--- src/rtl/clock_divider_ctrl.sv ---
// Reload controller for clock_divider: round-robin arbitration of two scale requesters,
// with the divider reset pulsed only while its output is low so the new scale loads glitch-free.
module clock_divider_ctrl #(
    parameter int unsigned WIDTH         = 8,
    parameter int unsigned INIT_SCALE    = 1,
    parameter int unsigned RST_CYCLES    = 4,
    parameter int unsigned SETTLE_CYCLES = 2,
    parameter int unsigned TIMEOUT       = 255
) (
    input  logic             clk_in,
    input  logic             nrst,
    input  logic             req_a,
    input  logic [WIDTH-1:0] scale_a,
    output logic             ack_a,
    input  logic             req_b,
    input  logic [WIDTH-1:0] scale_b,
    output logic             ack_b,
    input  logic             div_clk,
    output logic [WIDTH-1:0] div_scale,
    output logic             div_nrst,
    output logic             busy
);

    localparam int unsigned      CNT_W       = 8;
    localparam logic [CNT_W-1:0] CNT_MAX     = '1;
    localparam logic [CNT_W-1:0] RST_LAST    = CNT_W'(RST_CYCLES - 1);
    localparam logic [CNT_W-1:0] SETTLE_LAST = CNT_W'(SETTLE_CYCLES - 1);
    localparam logic [CNT_W-1:0] TMO_LAST    = CNT_W'(TIMEOUT - 1);
    localparam logic [WIDTH-1:0] SCALE_RST   = WIDTH'(INIT_SCALE);

    typedef enum logic [2:0] {
        S_INIT     = 3'd0,
        S_IDLE     = 3'd1,
        S_WAIT_LOW = 3'd2,
        S_ASSERT   = 3'd3,
        S_RELEASE  = 3'd4,
        S_ACK      = 3'd5
    } state_t;

    state_t           state;
    state_t           state_nxt;
    logic [CNT_W-1:0] cnt;
    logic [CNT_W-1:0] cnt_nxt;
    logic             div_clk_meta;
    logic             div_clk_s;
    logic             last_grant;      // 1: B was granted last
    logic             last_grant_nxt;
    logic             grant_b;         // requester currently being served
    logic             grant_b_nxt;
    logic [WIDTH-1:0] pending;
    logic [WIDTH-1:0] pending_nxt;
    logic [WIDTH-1:0] div_scale_nxt;
    logic             div_nrst_nxt;
    logic             busy_nxt;
    logic             ack_a_nxt;
    logic             ack_b_nxt;

    logic             any_req_c;
    logic             gnt_b_c;
    logic             req_g_c;
    logic [WIDTH-1:0] gnt_scale_c;

    // Two-flop synchroniser on the fed-back divider output
    always_ff @(posedge clk_in or negedge nrst) begin
        if (!nrst) begin
            div_clk_meta <= 1'b0;
            div_clk_s    <= 1'b0;
        end else begin
            div_clk_meta <= div_clk;
            div_clk_s    <= div_clk_meta;
        end
    end

    // Round-robin pick; a tie goes to whoever was not served last
    always_comb begin : arb_comb
        any_req_c = req_a | req_b;
        gnt_b_c   = 1'b0;
        if (req_a && req_b) begin
            gnt_b_c = ~last_grant;
        end else begin
            gnt_b_c = req_b;
        end
        gnt_scale_c = gnt_b_c ? scale_b : scale_a;
        req_g_c     = grant_b ? req_b : req_a;
    end

    // State register and all registered outputs
    always_ff @(posedge clk_in or negedge nrst) begin
        if (!nrst) begin
            state      <= S_INIT;
            cnt        <= '0;
            last_grant <= 1'b1;
            grant_b    <= 1'b0;
            pending    <= SCALE_RST;
            div_scale  <= SCALE_RST;
            div_nrst   <= 1'b0;
            busy       <= 1'b1;
            ack_a      <= 1'b0;
            ack_b      <= 1'b0;
        end else begin
            state      <= state_nxt;
            cnt        <= cnt_nxt;
            last_grant <= last_grant_nxt;
            grant_b    <= grant_b_nxt;
            pending    <= pending_nxt;
            div_scale  <= div_scale_nxt;
            div_nrst   <= div_nrst_nxt;
            busy       <= busy_nxt;
            ack_a      <= ack_a_nxt;
            ack_b      <= ack_b_nxt;
        end
    end

    // Next-state logic
    always_comb begin : next_state_comb
        state_nxt = state;
        case (state)
            S_INIT: begin
                if (cnt == RST_LAST) begin
                    state_nxt = S_IDLE;
                end
            end
            S_IDLE: begin
                if (any_req_c) begin
                    if (gnt_scale_c == div_scale) begin
                        state_nxt = S_ACK;
                    end else begin
                        state_nxt = S_WAIT_LOW;
                    end
                end
            end
            S_WAIT_LOW: begin
                // The timeout covers scale 0, where the divider output never reads low
                if (!div_clk_s || (cnt == TMO_LAST)) begin
                    state_nxt = S_ASSERT;
                end
            end
            S_ASSERT: begin
                if (cnt == RST_LAST) begin
                    if (SETTLE_CYCLES == 0) begin
                        state_nxt = S_ACK;
                    end else begin
                        state_nxt = S_RELEASE;
                    end
                end
            end
            S_RELEASE: begin
                if (cnt == SETTLE_LAST) begin
                    state_nxt = S_ACK;
                end
            end
            S_ACK: begin
                if (!req_g_c) begin
                    state_nxt = S_IDLE;
                end
            end
            default: begin
                state_nxt = S_INIT;
            end
        endcase
    end

    // Next values of counter, grant bookkeeping and outputs
    always_comb begin : out_comb
        cnt_nxt        = cnt;
        last_grant_nxt = last_grant;
        grant_b_nxt    = grant_b;
        pending_nxt    = pending;
        div_scale_nxt  = div_scale;
        div_nrst_nxt   = div_nrst;
        busy_nxt       = (state_nxt != S_IDLE);
        ack_a_nxt      = ack_a;
        ack_b_nxt      = ack_b;

        // Per-state timer: restarts on every transition, saturates otherwise
        if (state_nxt != state) begin
            cnt_nxt = '0;
        end else if (cnt != CNT_MAX) begin
            cnt_nxt = cnt + CNT_W'(1);
        end

        case (state)
            S_INIT: begin
                div_nrst_nxt = (state_nxt == S_IDLE);
            end
            S_IDLE: begin
                div_nrst_nxt = 1'b1;
                if (any_req_c) begin
                    grant_b_nxt    = gnt_b_c;
                    last_grant_nxt = gnt_b_c;
                    pending_nxt    = gnt_scale_c;
                    if (state_nxt == S_ACK) begin
                        ack_a_nxt = ~gnt_b_c;
                        ack_b_nxt = gnt_b_c;
                    end
                end
            end
            S_WAIT_LOW: begin
                // New scale and divider reset land on the same edge
                if (state_nxt == S_ASSERT) begin
                    div_scale_nxt = pending;
                    div_nrst_nxt  = 1'b0;
                end
            end
            S_ASSERT: begin
                if (state_nxt != S_ASSERT) begin
                    div_nrst_nxt = 1'b1;
                    if (state_nxt == S_ACK) begin
                        ack_a_nxt = ~grant_b;
                        ack_b_nxt = grant_b;
                    end
                end
            end
            S_RELEASE: begin
                if (state_nxt == S_ACK) begin
                    ack_a_nxt = ~grant_b;
                    ack_b_nxt = grant_b;
                end
            end
            S_ACK: begin
                if (state_nxt == S_IDLE) begin
                    ack_a_nxt = 1'b0;
                    ack_b_nxt = 1'b0;
                end
            end
            default: begin
                div_nrst_nxt = 1'b0;
                ack_a_nxt    = 1'b0;
                ack_b_nxt    = 1'b0;
            end
        endcase
    end

endmodule

--- config.mk ---
export PLATFORM = sky130hd
export DESIGN_NAME = clock_divider_ctrl
export DESIGN_NICKNAME = d
export VERILOG_FILES = /design/src/rtl/clock_divider_ctrl.sv
export SDC_FILE = /design/constraint.sdc
export NUM_CORES = 1
export LEC_CHECK = 0
export CORE_AREA = 4 4 67 69
export DETAILED_ROUTE_END_ITERATION = 12
export DIE_AREA = 0 0 71 73
export PLACE_DENSITY = 0.83
export SLEW_MARGIN = 20
export SYNTH_ARGS = -nofsm -noshare
export SYNTH_HDL_FRONTEND = slang
export SYNTH_SLANG_ARGS = --single-unit
--- constraint.sdc ---
create_clock -name clk_in -period 2.09 [get_ports clk_in]
set_input_delay 0.5225 -clock clk_in [delete_from_list [all_inputs] [get_ports clk_in]]
set_output_delay 0.5225 -clock clk_in [all_outputs]
set_load 0.02 [all_outputs]
==> impl_metrics.json <==
{
  "synth_nets": 220,
  "grt_overflow": 0,
  "arrival_ns": 2.22,
  "ys_seq_elements": 35,
  "grt_max_degree": 36,
  "path_max_fanout": 9,
  "finalPower_uw": 3690,
  "worst_clock_skew_ns": 0.0133,
  "numCtsBuffers": 5,
  "startpoint_type": "input pin",
  "synth_top_area_cell": "dfrtp_1",
  "start_util_pct": 50.5,
  "finalWirelength_um": 4730,
  "ir_drop_mv": 0.815,
  "synthXorXnorAreaFrac_pct": 4.43,
  "place.gp.congestion": 0.821,
  "nNetsFinal": 271,
  "final_antenna_net_count": 0,
  "io_buffers": 32,
  "setup_tns_ns": 0,
  "htreeDepth": 2,
  "core_sq_um": 3910,
  "powerDensity_nw_per_um2": 1390,
  "clk_latency_ns": 0.29,
  "clock-sinks": 35,
  "min_path_type": "reg -> reg",
  "drc": 0,
  "synth_top_family_by_area": "compound AO/OA/AOI/OAI gates",
  "grtUsageTotal_pct": 19.0,
  "fp.dieH_um": 73,
  "fp.dieArea_sq_um": 5180,
  "syn2layout_area_growth_pct": 34.6,
  "netlist_area_sq_um": 1980,
  "cts.path.max_buffers": 2,
  "relSlewSlack_pct": 66.6,
  "post_synth_inst_count": 196,
  "finalMaxSlewViolations": 0,
  "antenna_cells": 0,
  "async_reset_ff_share_pct": 100,
  "reg2reg_slack_ns": 0.12,
  "rows": 23,
  "grt_pass1_wl_um": 7730,
  "final.min_clock_period_ns": 2.04,
  "synth.avg_cell_area_sq_um": 10.1,
  "drive_gt1_share_pct": 24.6,
  "synthDistinctLibCells": 48,
  "synth_common_cells": "dfrtp_1, nor2_1, a21oi_1, inv_1, nand2_1",
  "io_pins": 33,
  "drtIter0Drc": 110,
  "synthAdderAreaFrac_pct": 1.90,
  "die_x_um": 71,
  "hold_violations": 0,
  "dr.pass1.iters": 4,
  "clock-root-buffer": "clkbuf_8",
  "fin_crit_sh_pct": 97.6,
  "cts_hold_buf": 0,
  "clk_pin_slew_ns": 0.08,
  "antenna_found_initial": 0,
  "synthSimpleGateAreaFrac_pct": 14.6,
  "synth_mux_area_share_pct": 11.3,
  "ys_warn_count": 0,
  "synth.area.top_cells": "dfrtp_1, mux2_2, dfstp_2, mux2i_1, nor2_1",
  "p_leak_uw": 0.00113,
  "detail_route.wl_per_cell_um": 15.9,
  "ys_seq_area_share_pct": 44.6,
  "cp-end-kind": "flip-flop",
  "crit_type": "in -> reg",
  "finalSetupViolCount": 0,
  "worst_pin_slew_ns": 0.500,
  "yosysMostFrequentCell": "dfrtp_1",
  "netlist.area_leader.share_pct": 39.2,
  "synthFlopType": "dfrtp_1",
  "cap_viol_max_count": 0,
  "dp_hpwl_um": 3290,
  "num_vias": 1660,
  "cts_tree": "yes",
  "cp.required_ns": 2.27,
  "fmax_ghz": 0.490,
  "vias_per_cell": 5.57,
  "synth_compound_area_share_pct": 18.0,
  "nFillCells": 305,
  "synth_edf_count": 0,
  "grt_pass1_vias": 1673,
  "status": "finished clean"
}
-- cells by family after synthesis --
kind of cell	Yosys count
flops	35
xor+xnor	10
fa+ha+maj	3
mux	21
buf+inv	22
simple gates	59
compound gates	46
-- layout make-up --
type / instances / area [sq um] / area share (%)
clock inverter: 2 / 60.1 / 2.26
timing repair buffer: 53 / 493 / 18.5
multi-input combinational: 139 / 1040 / 39.2
clock buffer: 6 / 72.6 / 2.73
tap: 50 / 62.6 / 2.35
sequential: 35 / 881 / 33.1
inverter: 13 / 48.8 / 1.83
-- where the power goes --
part / switching [uW] / internal, uW / leakage (uW) / total, uW
logic: 848 / 863 / 0.000649 / 1710
clock network: 250 / 477 / 0.0000654 / 727
registers: 281 / 967 / 0.000418 / 1250
-- per-layer routing --
metal,share of wire [%],track usage [%],vias to the layer above
met1,43,24.7,813
met3,4.2,4.96,10
li1,-,-,802
met2,51,30.9,35
met5,0,0,-
met4,1.7,6.68,0
-- critical path, stage by stage --
cell	delay (ns)
clkdlybuf4s15_2	0.23
a21boi_4	0.21
buf_12	0.15
mux2i_2	0.25
nor2_1	0.09
a211oi_2	0.30
a31oi_2	0.17
mux2_2	0.30
-- layout by cell type, fill, tap and decap left out, types with 2 or more instances in the layout --
| cell | netlist | routed |
|---|---|---|
| and2_1 | 2 | 2 |
| a21oi_1 | 15 | 15 |
| a222oi_1 | 2 | 2 |
| xor2_1 | 7 | 7 |
| ha_1 | 3 | 3 |
| inv_1 | 13 | 13 |
| a2bb2oi_1 | 2 | 2 |
| dfrtp_1 | 31 | 31 |
| nor3_1 | 4 | 3 |
| a211oi_1 | 2 | 2 |
| clkbuf_8 | 0 | 5 |
| clkdlybuf4s15_2 | 0 | 2 |
| clkdlybuf4s50_1 | 0 | 30 |
| buf_4 | 0 | 20 |
| xnor2_1 | 3 | 3 |
| nor4b_1 | 2 | 2 |
| nor2_1 | 23 | 23 |
| dfstp_2 | 4 | 4 |
| mux2i_1 | 10 | 8 |
| o21ai_0 | 5 | 5 |
| nand2_1 | 12 | 12 |
| nand3_1 | 7 | 7 |
| mux2_2 | 11 | 11 |
| bufinv_16 | 0 | 2 |
-- metrics by stage --
stage	utilization, %	cells	instance area (sq um)	setup WS (ns)	hold slack, ns
floorplan	-	196	1980	0.152	0.227
finish	68.0	298	2660	0.0503	0.361
global placement	63.2	289	2470	-0.450	0.336
CTS	67.4	297	2640	0.0440	0.365
global route	68.0	298	2660	-0.00634	0.366
detailed placement	63.2	289	2470	-0.580	0.335
-- path summary, 6_finish.rpt --
kind                               from  cells after the start            to
hold / removal             div_clk_meta                      0     div_clk_s
setup / recovery                  req_b                      8         ack_b
max in group asynchronous          nrst                      2  div_scale[0]
setup reg to reg             last_grant                      7         ack_b
hold reg to reg            div_clk_meta                      0     div_clk_s
min in group asynchronous          nrst                      2         ack_a
-- what timing repair did --
| action | in CTS | in global routing |
|---|---|---|
| pin swaps | 3 | 1 |
| buffers inserted | 0 | 1 |
| endpoints found under the setup margin | 4 | 3 |
| gates resized for setup | 10 | 5 |
-- sequential cells by signal, summed over array words and instances, names as in the netlist --
register,count
cnt,8
div_scale,8
pending,8
state,3
ack_a,1
ack_b,1
busy,1
div_clk_meta,1
div_clk_s,1
div_nrst,1
grant_b,1
last_grant,1
(Power assumes the default switching activity.)
